`src/rtl/nzcv_flag_unit.sv`:
```
// NZCV producer: computes flags in EX, holds them in a pending stage, commits to arch NZCV.
// Optional FLAG_FWD_EN: when defined, outputs forward pending flags instead of raising flag_hazard.
module nzcv_flag_unit #(
   parameter int unsigned DATA_W = 64
) (
   input  logic              clk,
   input  logic              reset,
   input  logic              stall,
   input  logic              flush,
   input  logic              set_flags,
   input  logic [1:0]        flag_op,
   input  logic [DATA_W-1:0] op_a,
   input  logic [DATA_W-1:0] op_b,
   input  logic [3:0]        flag_in,
   output logic              zero,
   output logic              negative,
   output logic              carry,
   output logic              overflow,
   output logic              flag_hazard
);

   typedef enum logic [1:0] {
      OpAdd    = 2'b00,
      OpSub    = 2'b01,
      OpLogic  = 2'b10,
      OpDirect = 2'b11
   } flag_op_e;

   typedef struct packed {
      logic n;
      logic z;
      logic c;
      logic v;
   } nzcv_t;

   localparam int unsigned Msb = DATA_W - 1;

   flag_op_e          op;
   logic              is_sub;
   logic [DATA_W-1:0] b_eff;
   logic [DATA_W:0]   sum_ext;
   logic [DATA_W-1:0] result;
   nzcv_t             flags_calc;

   nzcv_t arch_q, arch_d;
   nzcv_t pend_q, pend_d;
   logic  pend_valid_q, pend_valid_d;
   nzcv_t view;

   assign op     = flag_op_e'(flag_op);
   assign is_sub = (op == OpSub);
   assign b_eff  = is_sub ? ~op_b : op_b;

   // One adder serves ADD and SUB; SUB is a + ~b + 1, so carry-out means "no borrow".
   assign sum_ext = {1'b0, op_a} + {1'b0, b_eff} + {{DATA_W{1'b0}}, is_sub};

   always_comb begin
      result     = sum_ext[DATA_W-1:0];
      flags_calc = '0;
      unique case (op)
         OpAdd: begin
            result       = sum_ext[DATA_W-1:0];
            flags_calc.c = sum_ext[DATA_W];
            flags_calc.v = (op_a[Msb] == op_b[Msb]) && (result[Msb] != op_a[Msb]);
         end
         OpSub: begin
            result       = sum_ext[DATA_W-1:0];
            flags_calc.c = sum_ext[DATA_W];
            flags_calc.v = (op_a[Msb] != op_b[Msb]) && (result[Msb] != op_a[Msb]);
         end
         OpLogic: begin
            result       = op_a & op_b;
            flags_calc.c = 1'b0;
            flags_calc.v = 1'b0;
         end
         OpDirect: begin
            result = '0;
         end
      endcase
      if (op == OpDirect) begin
         flags_calc = nzcv_t'(flag_in);
      end else begin
         flags_calc.n = result[Msb];
         flags_calc.z = (result == '0);
      end
   end

   // Commit of entry k and capture of entry k+1 share an edge; stall freezes both stages.
   always_comb begin
      arch_d       = arch_q;
      pend_d       = pend_q;
      pend_valid_d = pend_valid_q;
      if (!stall) begin
         if (pend_valid_q) begin
            arch_d = pend_q;
         end
         if (set_flags && !flush) begin
            pend_d       = flags_calc;
            pend_valid_d = 1'b1;
         end else begin
            pend_valid_d = 1'b0;
         end
      end
   end

   always_ff @(posedge clk or posedge reset) begin
      if (reset) begin
         arch_q       <= '0;
         pend_q       <= '0;
         pend_valid_q <= 1'b0;
      end else begin
         arch_q       <= arch_d;
         pend_q       <= pend_d;
         pend_valid_q <= pend_valid_d;
      end
   end

`ifdef FLAG_FWD_EN
   assign view        = pend_valid_q ? pend_q : arch_q;
   assign flag_hazard = 1'b0;
`else
   assign view        = arch_q;
   assign flag_hazard = pend_valid_q;
`endif

   assign negative = view.n;
   assign zero     = view.z;
   assign carry    = view.c;
   assign overflow = view.v;

endmodule

```
`config.mk`:
```
export PLATFORM = sky130hd
export DESIGN_NAME = nzcv_flag_unit
export DESIGN_NICKNAME = d
export VERILOG_FILES = /design/src/rtl/nzcv_flag_unit.sv
export SDC_FILE = /design/constraint.sdc
export NUM_CORES = 1
export LEC_CHECK = 0
export CELL_PAD_IN_SITES_DETAIL_PLACEMENT = 0
export CELL_PAD_IN_SITES_GLOBAL_PLACEMENT = 1
export CORE_MARGIN = 2
export CORE_UTILIZATION = 34
export DETAILED_ROUTE_END_ITERATION = 10
export PLACE_DENSITY_LB_ADDON = 0.08
export SYNTH_ARGS = -nofsm -noshare
export SYNTH_HDL_FRONTEND = slang
export SYNTH_SLANG_ARGS = --single-unit
```
`constraint.sdc`:
```
create_clock -name clk -period 1.6 [get_ports clk]
set_input_delay 0.16 -clock clk [delete_from_list [all_inputs] [get_ports clk]]
set_output_delay 0.16 -clock clk [all_outputs]
set_load 0.02 [all_outputs]
```
# Word-level counts from Yosys, hierarchy flattened
# Index checks and enable logic that the tools add are counted.
# totals
reg_bits	9
inputBits	139
out_inout_bits	5
word_cells	35
# classes
add_sub_neg	2
eq_ne	6
mux	6
n_bitwise	3
n_reduce_logical	9
# ops
cell	n
case mux 64 bit (3 select lines)	1
adder 64 x 64 -> 65 bit	1
adder 65 x 1 -> 65 bit	1
AND 64 bit	1
logical NOT 64 bit	1
2-to-1 mux 64 bit	1
NOT 64 bit	1
== test 2 bit, second input constant	2
2-to-1 mux 2 bit	2
case mux 2 bit (2 select lines)	1
AND reduction 2 bit	2
logical AND 1 bit	3
== test 2 x 1 -> 1 bit, second input constant	1
logical NOT 2 bit	1
inequality test 1 bit	2
OR reduction 2 bit	1
== test 1 bit	1
logical NOT 1 bit	1
2-to-1 mux 1 bit	1
NOT 1 bit	1

# Logic depth before layout (Yosys ltp)
# depth
word_depth	8
mapped_depth	19
depth_no_buf	15

# Worst setup path after synthesis
# OpenSTA, ideal clock, no wires.
# synth_path
path_kind	input-to-reg
startpoint	input port flag_op[1]
endpoint	register pend_q[2] in the netlist's numbering
t_arrival_ns	3.722
required_time_ns	1.534
setup_slack_ns	-2.188
cell_stages	18
path_cell_list	buf_6 -> nand2b_1 -> buf_2 -> buf_1 -> xnor2_1 -> ha_1 -> buf_4 -> nand2_1 -> a211o_1 -> a2111o_1 -> and3_4 -> or3_4 -> o22ai_4 -> mux2i_1 -> a21oi_1 -> a2111oi_4 -> nand4_1 -> nand2_1
# synth_via
elab_chain_len	7
# synth_rtl
element	line_no	text
from (decl)	11	input logic [1:0] flag_op,
== test 2 x 1 -> 1 bit	51, 60	
2-to-1 mux 64 bit	52	assign b_eff = is_sub ? ~op_b : op_b;
adder 64 x 64 -> 65 bit	55	assign sum_ext = {1'b0, op_a} + {1'b0, b_eff} + {{DATA_W{1'b0}}, is_sub};
adder 65 x 1 -> 65 bit	55	
case mux 64 bit (3 select lines)	60	unique case (op)
logical NOT 64 bit	84	flags_calc.z = (result == '0);
2-to-1 mux 2 bit (*)	80	if (op == OpDirect) begin
to (signal assigned)	113	pend_q <= pend_d;
to (decl)	46	nzcv_t pend_q, pend_d;
# Every way passes the cells marked *; elsewhere a longest branch is shown, timed or not.
# A chain may end at the register's enable or synchronous reset.

# Worst setup path after layout
# Same ends and word-level chain as after synthesis.

==> key figures <==
Placed design
  – Dpl cell area: 11,100 sq um
  – PortBufs: 143
  – Last weighted congestion value of the routability-driven placer: 0.988
  – Worst setup slack after placement: -2.85 ns
  – Hpwl dp: 29.9 mm

STA
  – Setup repair after global routing missed its margin: true
  – Final number of max-transition violations: 0
  – Max-Slew Margin vs Limit: 60.1%
  – Number of endpoints with negative hold slack in the final report: 0
  – Clock period minus worst slack: 3.77 ns
  – Setup TNS after final layout: -7.77 ns
  – Slew @ Worst Pin: 0.583 ns
  – Setup slack of the critical path after layout: -2.17 ns
  – Final clock period utilization by the worst path: 235%
  – Worst-case clock skew: 0.00540 ns
  – Fmax: 266 MHz
  – Count of final setup violators: 4

Final layout
  – Layout cells sized above 1: 43.2%
  – Combined area of the multi-input logic cells: 6720 sq um
  – Total of fill cells in the finished design: 1,641
  – Final Net Count: 1,673
  – Final Cell Area: 12,500 sq um
  – Area taken by flip-flops and latches: 225 sq um
  – Number of diodes: 0
  – Layout overhead on the synthesized area: 94.2%

Yosys
  – Portion of synthesized cell area occupied by the leading cell type: 13.6%
  – Sequential element share of the synthesized area: 3.49%
  – Synthesized area: 6450 sq um
  – Mean instance size in the synthesized netlist: 7.19 sq um
  – Post-synth top area cell: sky130_fd_sc_hd__ha_1
  – Adder-cell share of the synthesized area: 13.9%
  – Post-Syn Nets: 1,108
  – Count of different cell masters after synthesis: 97
  – Flip-flop and latch count after synthesis: 9
  – Leading post-synthesis cells by cell area: sky130_fd_sc_hd__ha_1 (14%), sky130_fd_sc_hd__xnor2_1 (12%), sky130_fd_sc_hd__a21oi_1 (6.2%)
  – EDFF count, synth: 0
  – Basic-gate share of the synthesized area counting and, or, nand and nor cells: 25.4%
  – Largest family of logic cells by synthesized area: compound AO/OA/AOI/OAI gates
  – Xor-xnor portion of the synthesized cell area: 13.0%
  – Synthesis warning total: 0
  – Multiplexer share of the synthesized area: 2.17%
  – Dominant synthesized flop cell: sky130_fd_sc_hd__dfrtp_1
  – Async set or reset register ratio after synthesis: 100%
  – Fraction of the mapped netlist area in compound gates: 36.7%
  – Syn Inst Count: 898

Critical path
  – Kind of start point of the critical path: input pin
  – Worst endpoint required time: 1.77 ns
  – Nature of the critical path endpoint: flop
  – Arrival time reported for the critical path endpoint: 3.94 ns
  – Maximum fanout along the worst path: 4
  – Type of the setup path with the least slack: input pin to flop

Floorplan
  – Cell row count: 50
  – Standard cell core area: 18,600 sq um
  – Die width: 142 microns
  – Die height: 142 microns
  – Starting Density: 34.6%
  – I/O pin total: 144
  – Die Footprint: 20,100 sq um

Routing
  – Via total after detailed routing: 9,527
  – Aggregate routed wire length: 35.6 mm
  – Detailed-route wire length per cell: 21.0 microns
  – First-iteration detailed-routing DRC count: 743
  – Number of optimization iterations in the first detailed-route pass: 5
  – Routed vias/inst: 5.62
  – Post-detailed-route count of antenna-violating nets: 0
  – Remaining design rule violation count: 0

GRT
  – Total congestion overflow: 0
  – All-Layer GR Usage: 33.9%
  – Vias in the first global route: 9,272
  – First-pass GRT wire length: 52.3 mm
  – Pin count of the biggest net entering global routing: 16
  – Most crowded layer after global routing: met2
  – Fraction of met1 tracks used by global routing: 45.9%
  – Antenna violations before repair: 0
  – Met2 Resource Use GR: 56.8%
  – GRT met3 Usage: 4.29%

Clock tree
  – Clk Tree Root Cell: sky130_fd_sc_hd__clkbuf_16
  – Worst skew pair latency: 0.24 ns
  – Total clock buffers created by CTS: 3
  – Clock tree from TritonCTS: done
  – Hold buffers post-CTS: 0
  – H-tree level count: 1
  – Clock transition at path regs: 0.04 ns
  – Number of clock sinks: 9
  – Clk buf depth: 2

Power
  – Power Dens Cells: 641 nW/um^2
  – Cell internal power dissipation: 4.35 mW
  – Switching Share: 45.9%
  – Cell leakage power: 5.47 nW
  – Part of the power in the clock network: 5.6%
  – Switching power total: 3.68 mW
  – Register share of total power: 4.0%
  – Combinational fraction of design power: 90.4%
  – VDD IR max: 464 uV

Status
  – Failing checks: setup timing
  – Result of the run: complete, but fails checks

Min path
  – Class of the most critical hold timing path: input pin to async pin

Job
  – Count of maximum capacitance violations: 0
## critical path: stages
cell,delay [ns]
sky130_fd_sc_hd__buf_8,0.10
sky130_fd_sc_hd__buf_8,0.11
sky130_fd_sc_hd__or3b_4,0.37
sky130_fd_sc_hd__and2_4,0.16
sky130_fd_sc_hd__fa_2,0.35
sky130_fd_sc_hd__nand2b_4,0.15
sky130_fd_sc_hd__a211o_4,0.36
sky130_fd_sc_hd__a2111o_1,0.46
sky130_fd_sc_hd__buf_6,0.15
sky130_fd_sc_hd__and3_4,0.14
sky130_fd_sc_hd__or3_4,0.34
sky130_fd_sc_hd__o22ai_4,0.15
sky130_fd_sc_hd__buf_6,0.14
sky130_fd_sc_hd__mux2i_4,0.21
sky130_fd_sc_hd__a21oi_2,0.09
sky130_fd_sc_hd__a2111oi_4,0.27
sky130_fd_sc_hd__nand4_1,0.14
sky130_fd_sc_hd__nand2_1,0.07
## path summary, 6_finish.rpt
kind                                        from  slack [ns]                 endpoint  cells past startpoint
max                                   flag_op[1]       -2.17    pend_q[2]$_DFFE_PP0P_                     18
min                                        reset        0.22    pend_q[1]$_DFFE_PP0P_                      2
max reg2reg                pend_q[2]$_DFFE_PP0P_       -0.69    pend_q[2]$_DFFE_PP0P_                      8
min reg2reg                    carry$_DFFE_PP0P_        0.50        carry$_DFFE_PP0P_                      1
max in group asynchronous                  reset        1.08  flag_hazard$_DFFE_PP0N_                      2
min in group clk                      flag_op[0]        0.38    pend_q[0]$_DFFE_PP0P_                      4
## kinds of logic after synthesis
group | Yosys count
compound gates | 331
simple gates | 309
xor+xnor | 95
fa+ha+maj | 71
buf+inv | 70
mux | 13
flops | 9
## final cells by class
type,instances,area share (%)
sequential,9,1.80
clock buffer,4,0.629
multi-input combinational,819,53.6
inverter,16,0.479
tap,234,2.34
timing repair buffer,614,41.2
## power groups by stage
stage,sequential (mW),clock (mW),combinational (mW)
floorplan,0.375,0,3.02
CTS,0.325,0.460,6.61
finish,0.324,0.447,7.26
detailed placement,0.328,0,6.22
global route,0.330,0.468,7.70
global placement,0.325,0,6.23
## through the flow
step | hold WS [ns] | std cells | total power, mW | utilization [%]
floorplan | -0.0121 | 898 | 3.40 | -
global placement | 0.471 | 1624 | 6.56 | 59.4
detailed placement | 0.484 | 1624 | 6.55 | 59.4
CTS | 0.234 | 1659 | 7.39 | 62.9
global route | 0.254 | 1696 | 8.50 | 67.2
finish | 0.223 | 1696 | 8.03 | 67.2
## cell usage after synthesis (all sizes together) (15+ instances only)
| cell type | number |
|---|---|
| o211ai | 17 |
| nand2 | 90 |
| a221oi | 17 |
| o21ai | 50 |
| nor2 | 53 |
| nor3 | 22 |
| xnor2 | 88 |
| nand3 | 26 |
| ha | 70 |
| a22o | 15 |
| a21o | 24 |
| inv | 16 |
| nand4 | 34 |
| clkbuf | 17 |
| or3 | 17 |
| a21oi | 84 |
| o21a | 16 |
| buf | 37 |
## metal layers
metal,share of wire [%],vias up,wire length [microns]
met5,0,-,0
met4,4.1,0,1450
met3,5.8,64,2050
met2,45,343,16200
met1,45,4495,15900
li1,-,4625,-
## layout by cell type (no fill, tap or decap), types with 19 or more instances in the layout
master,netlist,final
sky130_fd_sc_hd__buf_4,9,441
sky130_fd_sc_hd__clkdlybuf4s50_1,0,136
sky130_fd_sc_hd__nand2_1,89,82
sky130_fd_sc_hd__xnor2_1,87,76
sky130_fd_sc_hd__a21oi_1,80,60
sky130_fd_sc_hd__ha_1,70,57
sky130_fd_sc_hd__nor2_1,53,49
sky130_fd_sc_hd__nand4_1,34,34
sky130_fd_sc_hd__o21ai_0,43,29
sky130_fd_sc_hd__nand3_1,26,25
sky130_fd_sc_hd__a21o_1,24,24
sky130_fd_sc_hd__buf_6,4,22
sky130_fd_sc_hd__a21oi_2,4,19
## sequential cells by signal, summed over array words and instances, names as in the netlist
signal	flops
pend_q	4
negative	1
carry	1
flag_hazard	1
zero	1
overflow	1
## repair_timing
action	CTS	global route
buffers inserted	30	39
resized for setup	79	107
pin swaps	49	73
gates cloned	1	1
endpoints found under the setup margin	4	4
No activity file was read; power rests on OpenSTA's default activity.
